===== config.mk =====
export PLATFORM = sky130hd
export DESIGN_NAME = nn_infer_ctrl
export DESIGN_NICKNAME = d
export VERILOG_FILES = /design/src/rtl/nn_pkg.sv /design/src/rtl/masked_argmax_seq.sv /design/src/rtl/nn_infer_ctrl.sv
export SDC_FILE = /design/constraint.sdc
export NUM_CORES = 1
export LEC_CHECK = 0
export CORE_AREA = 2 2 705 707
export DETAILED_ROUTE_END_ITERATION = 12
export DIE_AREA = 0 0 707 709
export PLACE_DENSITY = 0.3
export SYNTH_ARGS = -nofsm -noshare
export SYNTH_HDL_FRONTEND = slang
export SYNTH_SLANG_ARGS = --single-unit

===== constraint.sdc =====
create_clock -name clk -period 5.6 [get_ports clk]
set_input_delay 1.12 -clock clk [delete_from_list [all_inputs] [get_ports clk]]
set_output_delay 1.12 -clock clk [all_outputs]
set_load 0.01 [all_outputs]

===== src/rtl/nn_pkg.sv =====
// Shared definitions for the inference controller: FSM states, result flag
// bit positions and default geometry of the network interface.
package nn_pkg;

    localparam int NN_NUM_INPUTS  = 42;
    localparam int NN_NUM_OUTPUTS = 7;
    localparam int NN_ACT_WIDTH   = 14;

    // Bit positions inside res_flags.
    localparam int FLAG_TIMEOUT  = 0;
    localparam int FLAG_NO_LEGAL = 1;

    localparam logic [1:0] FLAGS_NONE     = 2'b00;
    localparam logic [1:0] FLAGS_TIMEOUT  = 2'(1 << FLAG_TIMEOUT);
    localparam logic [1:0] FLAGS_NO_LEGAL = 2'(1 << FLAG_NO_LEGAL);

    typedef enum logic [2:0] {
        ST_IDLE,
        ST_START,
        ST_WAIT,
        ST_SCAN,
        ST_RESULT
    } state_t;

endpackage


===== src/rtl/masked_argmax_seq.sv =====
// Sequential masked argmax: walks one index per cycle after start, keeping
// the first legal entry and replacing it only on a strictly greater signed
// value, so ties stay with the lowest index. done pulses once at the end.
module masked_argmax_seq #(
    parameter int N     = 7,
    parameter int W     = 14,
    parameter int IDX_W = 3
) (
    input  logic             clk,
    input  logic             rst,
    input  logic             start,
    input  logic [N-1:0]     mask,
    input  logic [N*W-1:0]   vals,
    output logic             done,
    output logic [IDX_W-1:0] best_index,
    output logic [W-1:0]     best_value,
    output logic             found
);

    localparam logic [IDX_W-1:0] LAST_IDX = IDX_W'(N - 1);
    localparam logic [W-1:0]     MOST_NEG = {1'b1, {(W-1){1'b0}}};

    logic [N*W-1:0]      vals_reg;
    logic [N-1:0]        mask_reg;
    logic                busy_reg;
    logic                done_reg;
    logic                found_reg;
    logic [IDX_W-1:0]    k_reg;
    logic [IDX_W-1:0]    best_idx_reg;
    logic signed [W-1:0] best_val_reg;

    logic signed [W-1:0] val_arr [N];
    logic signed [W-1:0] cur_val;
    logic                take;

    for (genvar gi = 0; gi < N; gi++) begin : g_unpack
        assign val_arr[gi] = vals_reg[gi*W +: W];
    end

    assign cur_val = val_arr[k_reg];
    assign take    = mask_reg[k_reg] && (!found_reg || (cur_val > best_val_reg));

    // Capture the operands on start, then evaluate one index per cycle.
    always_ff @(posedge clk) begin
        if (rst) begin
            vals_reg     <= '0;
            mask_reg     <= '0;
            busy_reg     <= 1'b0;
            done_reg     <= 1'b0;
            found_reg    <= 1'b0;
            k_reg        <= '0;
            best_idx_reg <= '0;
            best_val_reg <= '0;
        end else begin
            done_reg <= 1'b0;
            if (start) begin
                vals_reg     <= vals;
                mask_reg     <= mask;
                busy_reg     <= 1'b1;
                found_reg    <= 1'b0;
                k_reg        <= '0;
                best_idx_reg <= '0;
                best_val_reg <= MOST_NEG;
            end else if (busy_reg) begin
                if (take) begin
                    best_idx_reg <= k_reg;
                    best_val_reg <= cur_val;
                    found_reg    <= 1'b1;
                end
                if (k_reg == LAST_IDX) begin
                    busy_reg <= 1'b0;
                    done_reg <= 1'b1;
                end else begin
                    k_reg <= k_reg + 1'b1;
                end
            end
        end
    end

    assign done       = done_reg;
    assign best_index = best_idx_reg;
    assign best_value = best_val_reg;
    assign found      = found_reg;

endmodule


===== src/rtl/nn_infer_ctrl.sv =====
// Inference controller: accepts a board request, quantises and registers the
// inputs, starts the network core, waits (with optional timeout) for its
// activations, picks the best legal column and holds the result until taken.
module nn_infer_ctrl
    import nn_pkg::*;
#(
    parameter int NUM_INPUTS     = NN_NUM_INPUTS,
    parameter int DATA_WIDTH     = 32,
    parameter int IN_WIDTH       = 8,
    parameter int IN_SHIFT       = 5,
    parameter int NUM_OUTPUTS    = NN_NUM_OUTPUTS,
    parameter int ACT_WIDTH      = NN_ACT_WIDTH,
    parameter int TIMEOUT_CYCLES = 4096,
    localparam int IDX_W         = (NUM_OUTPUTS > 1) ? $clog2(NUM_OUTPUTS) : 1
) (
    input  logic                             clk,
    input  logic                             rst,
    input  logic                             req_valid,
    output logic                             req_ready,
    input  logic [NUM_INPUTS*DATA_WIDTH-1:0] inputs_packed,
    input  logic [NUM_OUTPUTS-1:0]           legal_mask,
    output logic                             core_start,
    output logic [NUM_INPUTS*IN_WIDTH-1:0]   core_inputs,
    input  logic                             core_done,
    input  logic [NUM_OUTPUTS*ACT_WIDTH-1:0] core_acts,
    output logic                             res_valid,
    input  logic                             res_ready,
    output logic [IDX_W-1:0]                 res_index,
    output logic [ACT_WIDTH-1:0]             res_score,
    output logic [1:0]                       res_flags
);

    localparam int              TO_LIM       = (TIMEOUT_CYCLES > 0) ? TIMEOUT_CYCLES : 1;
    localparam int              CNT_W        = (TO_LIM > 1) ? $clog2(TO_LIM) : 1;
    localparam logic [CNT_W-1:0] TIMEOUT_LAST = CNT_W'(TO_LIM - 1);

    state_t                           state_reg;
    logic                             req_ready_reg;
    logic                             core_start_reg;
    logic                             res_valid_reg;
    logic [IDX_W-1:0]                 res_index_reg;
    logic [ACT_WIDTH-1:0]             res_score_reg;
    logic [1:0]                       res_flags_reg;
    logic [NUM_INPUTS*IN_WIDTH-1:0]   core_inputs_reg;
    logic [NUM_INPUTS*IN_WIDTH-1:0]   quant_next;
    logic [NUM_OUTPUTS-1:0]           mask_reg;
    logic [CNT_W-1:0]                 wait_cnt_reg;

    logic                             scan_start;
    logic                             am_done;
    logic [IDX_W-1:0]                 am_index;
    logic [ACT_WIDTH-1:0]             am_value;
    logic                             am_found;

    // Quantisation: shift each word left, keep the low IN_WIDTH bits.
    for (genvar gi = 0; gi < NUM_INPUTS; gi++) begin : g_quant
        logic [DATA_WIDTH-1:0] shifted;
        logic                  unused_hi;
        assign shifted   = inputs_packed[gi*DATA_WIDTH +: DATA_WIDTH] << IN_SHIFT;
        assign unused_hi = ^shifted;
        assign quant_next[gi*IN_WIDTH +: IN_WIDTH] = shifted[IN_WIDTH-1:0];
    end

    // core_done only matters while waiting; it launches the argmax scan.
    assign scan_start = (state_reg == ST_WAIT) && core_done;

    masked_argmax_seq #(
        .N     (NUM_OUTPUTS),
        .W     (ACT_WIDTH),
        .IDX_W (IDX_W)
    ) u_argmax (
        .clk        (clk),
        .rst        (rst),
        .start      (scan_start),
        .mask       (mask_reg),
        .vals       (core_acts),
        .done       (am_done),
        .best_index (am_index),
        .best_value (am_value),
        .found      (am_found)
    );

    // Control FSM with all handshake and result outputs registered.
    always_ff @(posedge clk) begin
        if (rst) begin
            state_reg       <= ST_IDLE;
            req_ready_reg   <= 1'b1;
            core_start_reg  <= 1'b0;
            res_valid_reg   <= 1'b0;
            res_index_reg   <= '0;
            res_score_reg   <= '0;
            res_flags_reg   <= FLAGS_NONE;
            core_inputs_reg <= '0;
            mask_reg        <= '0;
            wait_cnt_reg    <= '0;
        end else begin
            case (state_reg)
                ST_IDLE: begin
                    if (req_valid) begin
                        core_inputs_reg <= quant_next;
                        mask_reg        <= legal_mask;
                        req_ready_reg   <= 1'b0;
                        core_start_reg  <= 1'b1;
                        wait_cnt_reg    <= '0;
                        state_reg       <= ST_START;
                    end
                end
                ST_START: begin
                    core_start_reg <= 1'b0;
                    state_reg      <= ST_WAIT;
                end
                ST_WAIT: begin
                    if (core_done) begin
                        state_reg <= ST_SCAN;
                    end else if ((TIMEOUT_CYCLES != 0) && (wait_cnt_reg == TIMEOUT_LAST)) begin
                        res_valid_reg <= 1'b1;
                        res_index_reg <= '0;
                        res_score_reg <= '0;
                        res_flags_reg <= FLAGS_TIMEOUT;
                        state_reg     <= ST_RESULT;
                    end else begin
                        wait_cnt_reg <= wait_cnt_reg + 1'b1;
                    end
                end
                ST_SCAN: begin
                    if (am_done) begin
                        res_valid_reg <= 1'b1;
                        res_index_reg <= am_index;
                        res_score_reg <= am_value;
                        res_flags_reg <= am_found ? FLAGS_NONE : FLAGS_NO_LEGAL;
                        state_reg     <= ST_RESULT;
                    end
                end
                ST_RESULT: begin
                    if (res_ready) begin
                        res_valid_reg <= 1'b0;
                        req_ready_reg <= 1'b1;
                        state_reg     <= ST_IDLE;
                    end
                end
                default: begin
                    state_reg      <= ST_IDLE;
                    req_ready_reg  <= 1'b1;
                    core_start_reg <= 1'b0;
                    res_valid_reg  <= 1'b0;
                end
            endcase
        end
    end

    assign req_ready   = req_ready_reg;
    assign core_start  = core_start_reg;
    assign core_inputs = core_inputs_reg;
    assign res_valid   = res_valid_reg;
    assign res_index   = res_index_reg;
    assign res_score   = res_score_reg;
    assign res_flags   = res_flags_reg;

endmodule


== Word level (Yosys, flattened, before mapping) ==
Cells that the tools add are included.
Word-level totals
  bits in read-only memories: 0
  output and inout port bits: 358
  input port bits: 1454
  flip-flop bits (word level): 298
  memory bits (writable): 0
  logic and storage cells: 112
  memories: 0
  bits in latches: 0
Cells by class
  eq/ne operators: 13
  shift-type cells: 0
  div/mod/pow operators: 0
  $lt $le $gt $ge: 3
  multipliers: 0
  bitwise logic cells: 6
  $add $sub $neg: 2
  mux-type cells: 45
  reduce and logical (&&, ||, !) cells: 24
Operators by type and width (number)
  $mux 14: 8
  $bmux 14 s3: 1
  $mux 12: 3
  $pmux 14 s2: 1
  $mux 3: 8
  $pmux 12 s2: 1
  $pmux 3 s5: 1
  $gt 14x14->1: 1
  $add 12x1->12 const B: 1
  $eq 12x12->1 const B: 1
  $mux 1: 12
  $reduce_and 4->1: 3
  $reduce_and 2->1: 5
  $reduce_or 3->1: 3
  $mux 2: 4
  $ne 2x2->1 const B: 4
  $reduce_bool 2->1: 4
  $eq 3x2->1 const B: 2
  $eq 3x3->1 const B: 2
  $pmux 3 s2: 1
  $not 1->1: 5
  $reduce_and 5->1: 1
  $ge 4x4->1 const B: 1
  $lt 3x4->1 const B: 1
  other kinds (16): 19

== Depth between registers and ports, before layout ==
Gate-level depths: netlist of run 1.
  word-level depth: 10
  gate-level depth with buffers: 15
  gate-level depth less buffers: 11

== By module ==
Synthesis of run 1 repeated with hierarchy kept, for this count alone.
Unflattened totals
  cell total of the unflattened synthesis: 1546
  area, all modules: 13713.2 um^2
Modules (own cells, without submodules)
  nn_infer_ctrl: cells each 965, area each 7798.7 um^2, instances 1
  masked_argmax_seq: cells each 581, area each 5914.4 um^2, instances 1

== Worst setup path after synthesis of run 1 ==
OpenSTA, ideal clock, no wires.
  path type: reg-to-reg
  start: register u_argmax.k_reg[0]
  end: register u_argmax.best_val_reg[10] (netlist: u_argmax.best_value[10])
  setup time: 128 ps
  arrival: 3162 ps
  stages on the path, launching flop included: 14
  period minus slack after synthesis: 3289 ps
  path buffers: 4
  setup slack: 2311 ps
  path through: dfxtp_1 -> buf_6 -> buf_2 -> mux4_2 -> mux2_2 -> ha_1 -> nand4_1 -> o21bai_1 -> a311o_1 -> a221oi_2 -> buf_6 -> buf_12 -> mux2i_1 -> nor2_1
Between the ends
  longest elaborated chain between the ends: 8
  elaborated cells on any way between the ends: 10
RTL lines
  start, declared: RTL line masked_argmax_seq.sv:28  | logic [IDX_W-1:0] k_reg;
  start signal, assigned: RTL line masked_argmax_seq.sv:74  | k_reg <= k_reg + 1'b1;
  $not 3->4 (implied by the code): RTL line masked_argmax_seq.sv:40  | assign cur_val = val_arr[k_reg];
  $bmux 14 s3: RTL line masked_argmax_seq.sv:40
  $mux 14 (implied by the code) (2 in a row): RTL line masked_argmax_seq.sv:40
  named net u_argmax.cur_val[5]: RTL line masked_argmax_seq.sv:33  | logic signed [W-1:0] cur_val;
  $gt 14x14->1: RTL line masked_argmax_seq.sv:41  | assign take = mask_reg[k_reg] && (!found_reg || (cur_val > best_val_reg));
  $logic_or 1x1->1: RTL line masked_argmax_seq.sv:41
  $logic_and 1x1->1: RTL line masked_argmax_seq.sv:41
  $reduce_and 2->1 (no line)
  end signal, assigned: RTL line masked_argmax_seq.sv:67  | best_val_reg <= cur_val;
  end, declared: RTL line masked_argmax_seq.sv:30  | logic signed [W-1:0] best_val_reg;
The timed path passes the listed nets, and every way through them passes these cells. The select of a mux whose other input is x is not followed.
A chain may end at the register's enable or synchronous reset.

== Worst setup path in the final report of run 1 ==
  start: register u_argmax.k_reg[0]
  end: register u_argmax.best_val_reg[6] (netlist: u_argmax.best_value[6])
Same word-level chain as after synthesis.

==> impl_metrics.toml, run 1 <==
[final_layout]
seq_area_um2 = 5973
final_common_cell = "nand2_1"
final_area_um2 = 25920
fin_util = 0.05259
drive_above_1_share = 0.07563
fin_nets = 3460
fill_cells = 58178
largest_register_ffs = 126
area_delta_synth_final_pct = 95.81
mostFrequentLayoutCells = "500 x nand2_1, 382 x clkdlybuf4s50_1, 296 x dfxtp_1"
multi_input_area_um2 = 5993

[cts]
cts_tree = "done"
clockBufferDepth = 3
cts_resized = 0
cts-root-buf = "clkbuf_16"
cts.sinks = 298
cts_hold_buf = 0
cts_made_buffers = 48
clkTransAtPathRegs_ns = 0.06
h-tree-depth = 2
clkLatencyLatePin_ns = 0.70
cts_setup_buffers = 0

[die]
die_y_um = 709
floorplan.die.width_um = 707
ioPinCount = 1812
rows = 258
die-area_um2 = 501300
core_um2 = 492900
start_util = 0.02686

[sta]
final-setup-viol-count = 0
finalHoldViolations = 0
worst_slew_margin_rel = 0.3294
fin_ws_ns = 1.450
finClkSkew_ns = 0.04826
fmax_ghz = 0.2410
period_share = 0.7410
worst_slew_pin_slew_ns = 1.006
period_needed_ns = 4.150
setup_tns_ns = 0
rsz0062_at_grt = "no"
final_max_slew_viol_count = 0

[synth]
synthesis.area_um2 = 13240
synth_edf_count = 0
ys_types = 53
synth-async-reset-ratio = 0
syn_avg_cell_area_um2 = 8.126
ys_ff_latch = 298
ys_seq_area_frac = 0.4507
ys.flop_type = "dfxtp_1"
synth_warnings = 0
syn_inst = 1629

[detailed_routing]
ant_nets = 0
drt-initial-drc-count = 401
vias_per_cell = 1.358
wl_per_cell_um = 9.738
totalWireLength_um = 83170
via_count = 11600
first_pass_iters = 4
drcViolationCount = 0

[critical_path]
cp-startpoint = "u_argmax.k_reg[0]"
slowest_delay_ns = 0.70
cp_max_fo = 20
cp.required_ns = 6.12
cp_data_arrival_time_ns = 4.67
reg2reg_depth = 11
slowest_stage = "mux4_2"
worst-setup-path-type = "register to register"
endpoint_kind = "register"
cp-start-kind = "register"
regToRegStartpoint = "u_argmax.k_reg[0]"
crit_top_cell = "buf_4"
path_cells = "buf_4 > mux4_2 > mux2_2 > ha_1 > nand4_1 > o21bai_1 > a311o_1 > a221oi_2 > buf_4 > mux2i_1 > nor2_1"

[global_routing]
grt_start_max_net_pins = 130
grt_pass1_wl_um = 106500
grt_antenna_before_repair = 59
grt_pass1_vias = 11418
grt_util_all_layers = 0.03213
overflow = 0

[power_and_ir_drop]
p_total_mw = 6.404
p_per_area_nw_per_um2 = 247.1
ir_drop_mv = 0.2288
power.leakage_nw = 6.916

[hold_path]
hold_start = "core_inputs[295]"
hp-class = "register to register"
holdPathStages = 2

[outcome]
status = "finished clean"

[placed_design]
hpwlAfterDp_um = 66050
place_ws_ns = 1.230
portBuffers = 383
gp_congestion = 0.6476
postPlaceCellArea_um2 = 24280

[job]
max_cap_viol_count = 0
-- critical path: cells and delay by family (launching register included) --
| family | cells | cell delay [ns] |
|---|---|---|
| DFF | 1 | 0.59 |
| buffers and inverters | 2 | 0.75 |
| AOI/OAI and AO/OA | 3 | 0.80 |
| adders and majority gates | 1 | 0.31 |
| muxes | 3 | 1.30 |
| and+or+nand+nor | 2 | 0.17 |
-- Yosys cell counts, types with 3 or more instances --
library cell | number | area (µm²)
a21oi_1 | 254 | 1271
a22oi_1 | 19 | 142.6
and3_1 | 5 | 31.28
buf_1 | 11 | 41.29
buf_2 | 15 | 75.07
buf_4 | 210 | 1577
buf_6 | 4 | 45.04
clkbuf_1 | 73 | 274.0
dfxtp_1 | 298 | 5966
ha_1 | 17 | 212.7
inv_1 | 18 | 67.56
mux2_2 | 13 | 146.4
mux2i_1 | 33 | 330.3
mux4_2 | 14 | 315.3
nand2_1 | 501 | 1881
nand2b_1 | 4 | 25.02
nand3_1 | 7 | 35.03
nand4_1 | 6 | 37.54
nor2_1 | 54 | 202.7
nor2b_1 | 6 | 37.54
nor3_1 | 3 | 15.01
nor4_1 | 3 | 18.77
o21ai_0 | 17 | 85.08
xnor2_1 | 6 | 52.55
xor2_1 | 4 | 35.03
-- per-layer routing --
metal  track usage  up-vias  wire [µm]
met4      0.009605       38       2399
met1       0.03539     5294      32490
met2       0.05092      441      37800
met3       0.02003      149      10240
li1              -     5678          -
met5             0        -        248
-- cells by family after synthesis --
family          Yosys count  share of synthesized area
mux                      61                    0.06182
xor+xnor                 10                   0.006616
compound gates          311                     0.1276
other cells               1                  0.0002833
simple gates            599                     0.1784
flops                   298                     0.4507
fa+ha+maj                17                    0.01607
buf+inv                 332                     0.1586
-- path summary, 6_finish.rpt --
path	end	slack, ns
worst max-delay path	u_argmax.best_value[6]	1.45
worst min-delay path	core_inputs[295]	0.45
worst max register to register	u_argmax.best_value[6]	1.45
worst min register to register	core_inputs[295]	0.45
-- metrics by stage --
step	instances	hold slack [ns]
2_1_floorplan	1838	0.4315
3_3_place_gp	8439	0.4421
3_5_place_dp	8439	0.4462
4_1_cts	8523	0.4528
5_1_grt	8526	0.4654
6_report	8541	0.4510
-- area by class of cell --
class / count / share of cell area
multi-input cells: 1208 / 0.2312
well taps: 6500 / 0.3138
flip-flops and latches: 298 / 0.2304
clock buffers: 62 / 0.05068
diodes: 18 / 0.001738
inverters: 18 / 0.002607
repair buffers: 415 / 0.1588
clock inverters: 22 / 0.01076
-- power breakdown --
part	internal [mW]	total, mW	switching, mW	leakage [nW]
registers	2.24	2.32	0.0809	2.43
clock network	1.85	3.15	1.31	0.772
logic	0.402	0.937	0.535	3.72
Note: power is estimated with default switching activity, not from simulation.
==> inputs of run 2 (changes only) <==
- CORE_AREA: 2 2 705 707 -> 2 2 711 713
- DIE_AREA: 0 0 707 709 -> 0 0 713 715
- clock period: 5.6 -> 4.27 ns (I/O delays scaled with it)
==> impl_metrics.toml, run 2 (synthesis gave the netlist of run 1 again) <==
[sta]
worst_slew_margin_rel = 0.2703
period_needed_ns = 3.774
fin_ws_ns = 0.4959
rsz0062_at_grt = "no"
setup_tns_ns = 0
timing.hold.ws_ns = 0.4509
period_share = 0.8839
final-setup-viol-count = 0
finClkSkew_ns = 0.06557
worst_slew_pin_slew_ns = 1.095
fmax_ghz = 0.2650
finalHoldViolations = 0
final_max_slew_viol_count = 0

[power_and_ir_drop]
power.leakage_nw = 7.081
p_per_area_nw_per_um2 = 332.0
ir_drop_mv = 0.3067

[final_layout]
seq_area_um2 = 5973
final_common_cell = "nand2_1"
fin_nets = 3473
mostFrequentLayoutCells = "500 x nand2_1, 382 x clkdlybuf4s50_1, 296 x dfxtp_1"
fill_cells = 59720
multi_input_area_um2 = 6001
drive_above_1_share = 0.08525
largest_register_ffs = 126
area_delta_synth_final_pct = 99.89

[cts]
clockBufferDepth = 3
clkLatencyLatePin_ns = 0.73
cts_resized = 0
cts_hold_buf = 0
cts_tree = "done"
cts_setup_buffers = 0
cts_made_buffers = 49
cts-root-buf = "clkbuf_16"
h-tree-depth = 2
cts.sinks = 298
clkTransAtPathRegs_ns = 0.06

[die]
rows = 261
ioPinCount = 1812
die_y_um = 715
die-area_um2 = 509800
start_util = 0.02632
core_um2 = 502900
floorplan.die.width_um = 713

[critical_path]
cp_data_arrival_time_ns = 4.30
endpoint_kind = "register"
cp-startpoint = "u_argmax.k_reg[0]"
regToRegStartpoint = "u_argmax.k_reg[0]"
cp_max_fo = 18
worst-setup-path-type = "register to register"
cp-start-kind = "register"
cp.required_ns = 4.80

[global_routing]
overflow = 0
grt_pass1_wl_um = 112300
grt_antenna_before_repair = 68
grt_pass1_vias = 11403
grt_util_all_layers = 0.03370
grt_start_max_net_pins = 74

[placed_design]
gp_congestion = 0.6367
hpwlAfterDp_um = 70920
portBuffers = 383
place_ws_ns = 0.3104

[detailed_routing]
first_pass_iters = 4
ant_nets = 0
drcViolationCount = 0
vias_per_cell = 1.330
wl_per_cell_um = 10.06
drt-initial-drc-count = 356
via_count = 11648
totalWireLength_um = 88130

[hold_path]
hold_start = "core_inputs[334]"
hp-class = "register to register"

[job]
max_cap_viol_count = 0

[outcome]
status = "finished clean"
==> run 2: cell types whose count changed in the layout (fill, tap and decap cells not counted), sizes merged <==
cell	change
buf	+12
bufinv	+1
clkbuf	+5
clkinv	-1
clkinvlp	-3
diode	-6
inv	+4
==> run 2: worst paths after layout <==
path,end,slack (ns),cells past startpoint
setup / recovery,u_argmax.best_value[13],0.50,10
hold / removal,core_inputs[334],0.45,2
setup reg to reg,u_argmax.best_value[13],0.50,10
hold reg to reg,core_inputs[334],0.45,2
==> run 2: per-layer routing <==
| layer | GRT usage | vias to the layer above | share of wire |
|---|---|---|---|
| met5 | 0 | - | 0.0029 |
| met4 | 0.009369 | 42 | 0.026 |
| met3 | 0.01900 | 150 | 0.11 |
| met2 | 0.05353 | 424 | 0.45 |
| met1 | 0.03853 | 5341 | 0.41 |
| li1 | - | 5691 | - |
==> run 2: critical path, cell delays in order, from the launching register on <==
cell      delay (ns)
dfxtp_4         0.46
buf_4           0.28
o21ai_2         0.88
mux2_2          0.38
ha_1            0.17
nand4_1         0.16
a311o_1         0.32
a221oi_2        0.34
buf_4           0.22
mux2i_1         0.21
a21oi_1         0.08
==> run 2: power by group <==
part	leakage, nW	total [mW]	internal, mW	switching, mW
sequential	2.43	3.03	2.93	0.0993
clock	0.846	4.48	2.62	1.86
combinational	3.81	1.28	0.545	0.732
==> run 2: through the flow <==
stage / util / std cells / area (µm²) / power (mW)
final: 0.05261 / 8759 / 26460 / 8.784
after global routing: 0.05256 / 8747 / 26430 / 9.365
after CTS: 0.05256 / 8747 / 26430 / 9.230
after detailed placement: 0.04914 / 8657 / 24710 / 4.452
after global placement: 0.04914 / 8657 / 24710 / 4.455
after floorplan: - / 1838 / 14020 / 3.757
==> run 2: area by class of cell <==
| cell class | count | share of cell area |
|---|---|---|
| Antenna cell | 12 | 0.001135 |
| Clock buffer | 67 | 0.05305 |
| Clock inverter | 23 | 0.01182 |
| Inverter | 18 | 0.002553 |
| Multi-Input combinational cell | 1208 | 0.2268 |
| Sequential cell | 298 | 0.2257 |
| Tap cell | 6706 | 0.3171 |
| Timing Repair Buffer | 427 | 0.1618 |
==> inputs of run 3 (changes only) <==
- CTS_BUF_LIST: not set -> sky130_fd_sc_hd__clkbuf_8 sky130_fd_sc_hd__clkbuf_16
==> impl_metrics.toml, run 3 (synthesis gave the netlist of run 1 again) <==
[power_and_ir_drop]
internal-power_mw = 6.080
sequentialPowerShare = 0.346
switchingPower_mw = 2.687
p_total_mw = 8.768
power.leakage_nw = 7.110
swShare = 0.3065
p_per_area_nw_per_um2 = 331.3
power_frac_comb = 0.146
p_clk_frac = 0.509
ir_drop_mv = 0.3067

[critical_path]
worst-setup-path-type = "register to register"
cp_max_fo = 18
cp_data_arrival_time_ns = 4.30
endpoint_kind = "register"
cp-start-kind = "register"
cp.required_ns = 4.80

[final_layout]
final_common_cell = "nand2_1"
largest_register_ffs = 126
seq_area_um2 = 5973
drive_above_1_share = 0.08525
fill_cells = 59720
area_delta_synth_final_pct = 99.89
mostFrequentLayoutCells = "500 x nand2_1, 382 x clkdlybuf4s50_1, 296 x dfxtp_1"
multi_input_area_um2 = 6001
fin_nets = 3473

[sta]
period_share = 0.8837
period_needed_ns = 3.773
final_max_slew_viol_count = 0
timing.hold.ws_ns = 0.4509
finClkSkew_ns = 0.06557
worst_slew_margin_rel = 0.2703
final-setup-viol-count = 0
setup_tns_ns = 0
fmax_ghz = 0.2650
finalHoldViolations = 0
worst_slew_pin_slew_ns = 1.095
rsz0062_at_grt = "no"

[detailed_routing]
drcViolationCount = 0
ant_nets = 0
wl_per_cell_um = 10.06
totalWireLength_um = 88120
wl_met2_um = 39860
wl_met3_um = 9813
via_count = 11647
first_pass_iters = 4
drt-initial-drc-count = 350
wl_met1_um = 35860
vias_per_cell = 1.330
maxUsedRoutingLayer = "met5"

[die]
die-area_um2 = 509800
core_um2 = 502900
floorplan.die.width_um = 713
die_y_um = 715
ioPinCount = 1812
rows = 261
start_util = 0.02632

[cts]
clkTransAtPathRegs_ns = 0.06
cts_made_buffers = 49
cts_tree = "done"
clkLatencyLatePin_ns = 0.73
cts_resized = 0
cts_hold_buf = 0
cts-root-buf = "clkbuf_16"
cts.sinks = 298
h-tree-depth = 2
clockBufferDepth = 3
cts_setup_buffers = 0

[global_routing]
grt_start_max_net_pins = 74
grt_pass1_wl_um = 112300
grt_pass1_vias = 11404
overflow = 0
grt_util_all_layers = 0.03370
grt_antenna_before_repair = 68

[job]
max_cap_viol_count = 0

[outcome]
status = "finished clean"

[placed_design]
portBuffers = 383
gp_congestion = 0.6367
hpwlAfterDp_um = 70920

[hold_path]
hp-class = "register to register"
-- run 3: cell types whose count changed in the layout (fill, tap and decap cells not counted) --
cell      delta
clkbuf_1     -7
inv_1        +7
-- run 3: path summary, 6_finish.rpt --
check,depth (start not counted),end,slack (ns),start
setup reg to reg,10,u_argmax.best_value[13],0.50,u_argmax.k_reg[0]
hold / removal,2,core_inputs[334],0.45,core_inputs[334]
setup / recovery,10,u_argmax.best_value[13],0.50,u_argmax.k_reg[0]
hold reg to reg,2,core_inputs[334],0.45,core_inputs[334]
-- run 3: through the flow --
stage / worst slack [ns] / area [µm²] / instances / util
after global placement: 0.3540 / 24710 / 8657 / 0.04914
after floorplan: 0.9808 / 14020 / 1838 / -
after global routing: 0.1115 / 26430 / 8747 / 0.05256
final: 0.4965 / 26460 / 8759 / 0.05261
after detailed placement: 0.3104 / 24710 / 8657 / 0.04914
after CTS: 0.2302 / 26430 / 8747 / 0.05256
-- run 3: power by group through the flow --
stage	Combinational, mW	Clock (mW)	Sequential [mW]
2_1_floorplan	0.657	0	3.10
4_1_cts	1.37	4.82	3.03
5_1_grt	1.44	4.86	3.05
3_5_place_dp	1.36	0	3.09
6_report	1.28	4.46	3.03
3_3_place_gp	1.37	0	3.09
-- run 3: critical path, stage by stage, from the launching register on --
cell and delay (ns):
dfxtp_4 0.46, buf_4 0.28, o21ai_2 0.88, mux2_2 0.38
ha_1 0.17, nand4_1 0.16, a311o_1 0.32, a221oi_2 0.34
buf_4 0.22, mux2i_1 0.21, a21oi_1 0.08
-- run 3: final cells by class --
type,instances,area share
antenna,12,0.001135
sequential,298,0.2257
tap,6706,0.3171
timing repair buffer,427,0.1618
multi-input combinational,1208,0.2268
inverter,18,0.002553
clock inverter,30,0.01281
clock buffer,60,0.05206
-- run 3: layer usage --
metal | track usage | up-vias
met5 | 0 | -
met1 | 0.03853 | 5340
li1 | - | 5691
met4 | 0.009369 | 42
met3 | 0.01900 | 150
met2 | 0.05353 | 424
